**src/rtl/mux4_arbiter.sv**
```systemverilog
// Four-way round-robin arbiter with burst-limited grants
// driving a registered 4:1 single-bit data mux.
module mux4_arbiter #(
  parameter int MAX_BURST = 4
) (
  input  logic       clk,
  input  logic       rst,
  input  logic [3:0] req,
  input  logic [3:0] in,
  output logic [3:0] gnt,
  output logic [1:0] sel,
  output logic       out,
  output logic       out_vld,
  output logic       busy
);

  typedef enum logic {
    IDLE,
    BUSY
  } state_t;

  state_t     state;
  logic [1:0] last;
  logic [3:0] cnt;

  logic       any;
  logic [1:0] win;
  logic [1:0] idx;
  logic [3:0] cnt_nxt;
  logic       burst_done;
  logic       release_gnt;

  // Scan from lowest to highest priority so the
  // highest-priority requester is the final assignment.
  always_comb begin
    any = 1'b0;
    win = last;
    idx = last;
    for (int k = 4; k >= 1; k--) begin
      idx = last + 2'(k);
      if (req[idx]) begin
        any = 1'b1;
        win = idx;
      end
    end
  end

  assign cnt_nxt     = cnt + 4'd1;
  assign burst_done  = (cnt_nxt == 4'(MAX_BURST));
  assign release_gnt = !req[sel] || burst_done;
  assign busy        = (state == BUSY);

  always_ff @(posedge clk) begin
    if (rst) begin
      state   <= IDLE;
      gnt     <= 4'b0000;
      sel     <= 2'd0;
      last    <= 2'd3;
      cnt     <= 4'd0;
      out     <= 1'b0;
      out_vld <= 1'b0;
    end else begin
      case (state)
        IDLE: begin
          out_vld <= 1'b0;
          if (any) begin
            state <= BUSY;
            gnt   <= 4'b0001 << win;
            sel   <= win;
            last  <= win;
            cnt   <= 4'd0;
          end
        end
        BUSY: begin
          if (req[sel]) begin
            out     <= in[sel];
            out_vld <= 1'b1;
            cnt     <= cnt_nxt;
          end else begin
            out_vld <= 1'b0;
          end
          // last equals sel here, so the holder
          // naturally ranks lowest on re-arbitration.
          if (release_gnt) begin
            cnt <= 4'd0;
            if (any) begin
              gnt  <= 4'b0001 << win;
              sel  <= win;
              last <= win;
            end else begin
              state <= IDLE;
              gnt   <= 4'b0000;
            end
          end
        end
        default: begin
          state <= IDLE;
          gnt   <= 4'b0000;
        end
      endcase
    end
  end

endmodule

```
**config.mk**
```make
export PLATFORM = sky130hd
export DESIGN_NAME = mux4_arbiter
export DESIGN_NICKNAME = d
export VERILOG_FILES = /design/src/rtl/mux4_arbiter.sv
export SDC_FILE = /design/constraint.sdc
export NUM_CORES = 1
export LEC_CHECK = 0
export ABC_AREA = 1
export CAP_MARGIN = 20
export CORE_ASPECT_RATIO = 1.2
export CORE_MARGIN = 1.5
export CORE_UTILIZATION = 49
export DETAILED_ROUTE_END_ITERATION = 7
export GPL_ROUTABILITY_DRIVEN = 0
export PLACE_DENSITY = 0.77
export SLEW_MARGIN = 0
export SYNTH_ARGS = -nofsm -noshare
export SYNTH_HDL_FRONTEND = slang
export SYNTH_SLANG_ARGS = --single-unit
```
**constraint.sdc**
```tcl
create_clock -name clk -period 1.63 [get_ports clk]
set_input_delay 0.163 -clock clk [delete_from_list [all_inputs] [get_ports clk]]
set_output_delay 0.163 -clock clk [all_outputs]
set_load 0.01 [all_outputs]
```
==> impl_metrics.toml <==
[floorplan]
io_pins = 19
initial_core_util_pct = 51.49
dieArea_mm2 = 0.002171
core_mm2 = 0.001808
row_count = 17
die_width_um = 42.79
die_y_um = 50.75

[final_layout]
drive_gt1_share_pct = 20.00
num_antenna_cells = 0
final_cell_mix = "nand2_1, clkdlybuf4s50_1, inv_1"
utilization_pct = 66.92
area_growth_pct = 29.97
fin_nets = 183
final_common_cell = "nand2_1"
stdcell_count = 189
stdcell_area_mm2 = 0.001210

[setup_path]
crit_path_start_kind = "flip-flop"
r2r_cells = 10
r2r-end = "gnt[0]$_SDFFE_PP0P_"
r2r_slack_ns = 0.12
crit_type = "flip-flop to flip-flop"
end_kind = "flip-flop"
r2r_start = "last[0]$_SDFFE_PP1P_"
cp.arrival_ns = 1.73
cp_max_fo = 7
cp.required_ns = 1.85

[timing]
fin_crit_sh_pct = 92.63
worstMarginPinSlew_ns = 0.2881
slew_headroom_pct = 80.73
max_freq_mhz = 662.3
fin_tns_setup_ns = 0
drv_slew = 0
fin_crit_ns = 1.510
final_hold_viol_count = 0
finalSetupViolCount = 0
holdWs_ns = 0.4852
worst_clock_skew_ns = 0.001501

[grt]
grt-ovfl-total = 0
grt_pass1_wl_um = 3525
grt_pass1_vias = 874
antenna_found_initial = 0
grt_max_degree = 10
track_usage_pct = 21.02

[logic_synthesis]
syn_area_um2 = 930.9
ys_ff_latch = 15
ys_types = 20
syn_inst = 143
synth_fp_nets = 155
yosysSeqAreaShare_pct = 32.26
synth-warning-count = 0
avgSynthCellArea_um2 = 6.510

[min_path]
hold_start = "gnt[0]$_SDFFE_PP0P_"
hold_end = "gnt[0]$_SDFFE_PP0P_"
hp-class = "flip-flop to flip-flop"
holdPathStages = 2

[placement]
port_buffers = 18
place_area_mm2 = 0.001141
dpl.cell_count = 181
dp_hpwl_um = 1575

[routing]
ant_nets = 0
drc = 0
vias_per_cell = 5.122
via_count = 968
dr.pass1.iters = 4
drt_iter0_drc = 16
drt_wl_total_um = 2070
wire_per_inst_um = 10.95

[clocking]
clk_latency_ns = 0.28
clockBufferDepth = 2
root_buffer = "clkbuf_4"
cts_max_level = 1
cts_hold_buffers = 0
cts.sinks = 15
cts_tree = "done"
clkTransAtPathRegs_ns = 0.09
numCtsBuffers = 3

[pwr]
cellLeakagePower_nw = 0.5802
power.density_mw_per_mm2 = 1651
max-vdd-ir-drop_mv = 0.9437

[run_status]
status = "finished clean"

[flow_run]
drv_cap = 0
==> worst max-delay path: stages (launching register included) <==
cell     delay, ns
dfxtp_4       0.38
buf_4         0.16
nand2_1       0.06
nand2_1       0.09
nand2_2       0.10
nand3_2       0.09
nor2_4        0.22
nand2_4       0.10
nand2_4       0.07
nand2_1       0.06
a21oi_2       0.12
==> where the power goes <==
group / total (mW) / switching, mW / internal [mW]
registers: 0.577 / 0.0966 / 0.480
logic: 1.21 / 0.699 / 0.506
clock network: 0.216 / 0.121 / 0.0950
==> synthesized netlist by cell type <==
master    number  area share [%]
inv_2          4             1.6
nand3_2        1             1.1
nor2_4         3             3.6
a21oi_2        4             3.8
nand2_1       52              21
inv_1         15             6.0
ha_1           2             2.7
o21ai_0        5             2.7
nor2_1         8             3.2
a31oi_1        1            0.67
dfxtp_1       15              32
buf_6          1             1.2
nand2_2        4             2.7
nand3_1       12             6.5
buf_2          1            0.54
nand4_1        3             2.0
a21oi_1        7             3.8
o211ai_1       2             1.6
nand2_4        2             2.4
or2_1          1            0.67
==> repair_timing <==
item	4_1_cts	5_1_grt
setup buffers	0	3
cloned	0	1
endpoints found under the setup margin	1	11
gates resized for setup	1	6
pin swaps	0	6
==> state kept, by name (all words and copies together), names as in the netlist <==
name     cells
cnt          4
gnt          4
last         2
sel          2
busy         1
out          1
out_vld      1
==> metrics by stage <==
stage / power [mW] / setup WS [ns]
floorplan: 1.376 / 0.2053
global placement: 1.665 / -0.003837
detailed placement: 1.699 / -0.02949
CTS: 1.915 / 0.02758
global route: 2.184 / -0.01788
finish: 1.998 / 0.1201
==> cells by family (layout without fill, tap and decap cells) <==
logic type / after synthesis / in the layout / share of synthesized area (%)
buffers and inverters: 21 / 47 / 9.407
adders and majority gates: 2 / 2 / 2.688
AOI/OAI and AO/OA: 19 / 19 / 12.50
DFF: 15 / 15 / 32.26
and+or+nand+nor: 86 / 87 / 43.15
==> how the worst max path moves through the flow <==
stage                               from  depth (start not counted)  slack, ns                  end
floorplan            cnt[0]$_SDFFE_PP0P_                          9       0.21  sel[0]$_SDFFE_PP0P_
global placement                  req[1]                         11     -0.004  gnt[0]$_SDFFE_PP0P_
detailed placement                req[1]                         11      -0.03  gnt[1]$_SDFFE_PP0P_
CTS                  cnt[1]$_SDFFE_PP0P_                          8       0.03  sel[0]$_SDFFE_PP0P_
global route        last[0]$_SDFFE_PP1P_                         10      -0.02  gnt[3]$_SDFFE_PP0P_
finish              last[0]$_SDFFE_PP1P_                         10       0.12  gnt[0]$_SDFFE_PP0P_
==> layer usage <==
layer,GRT usage [%],vias up,wire [µm]
met1,23.74,440,898
met5,0,-,0
met3,1.079,4,38
met2,38.64,13,1094
met4,10.94,0,39
li1,-,511,-
==> area by class of cell <==
class                      instances  area [µm²]
fill                             171       598.1
timing repair buffer              24       225.2
sequential                        15       306.5
multi-input combinational        108       556.8
tap                               19       23.77
inverter                          19       71.32
clock buffer                       4       26.28
(Power assumes the default switching activity.)
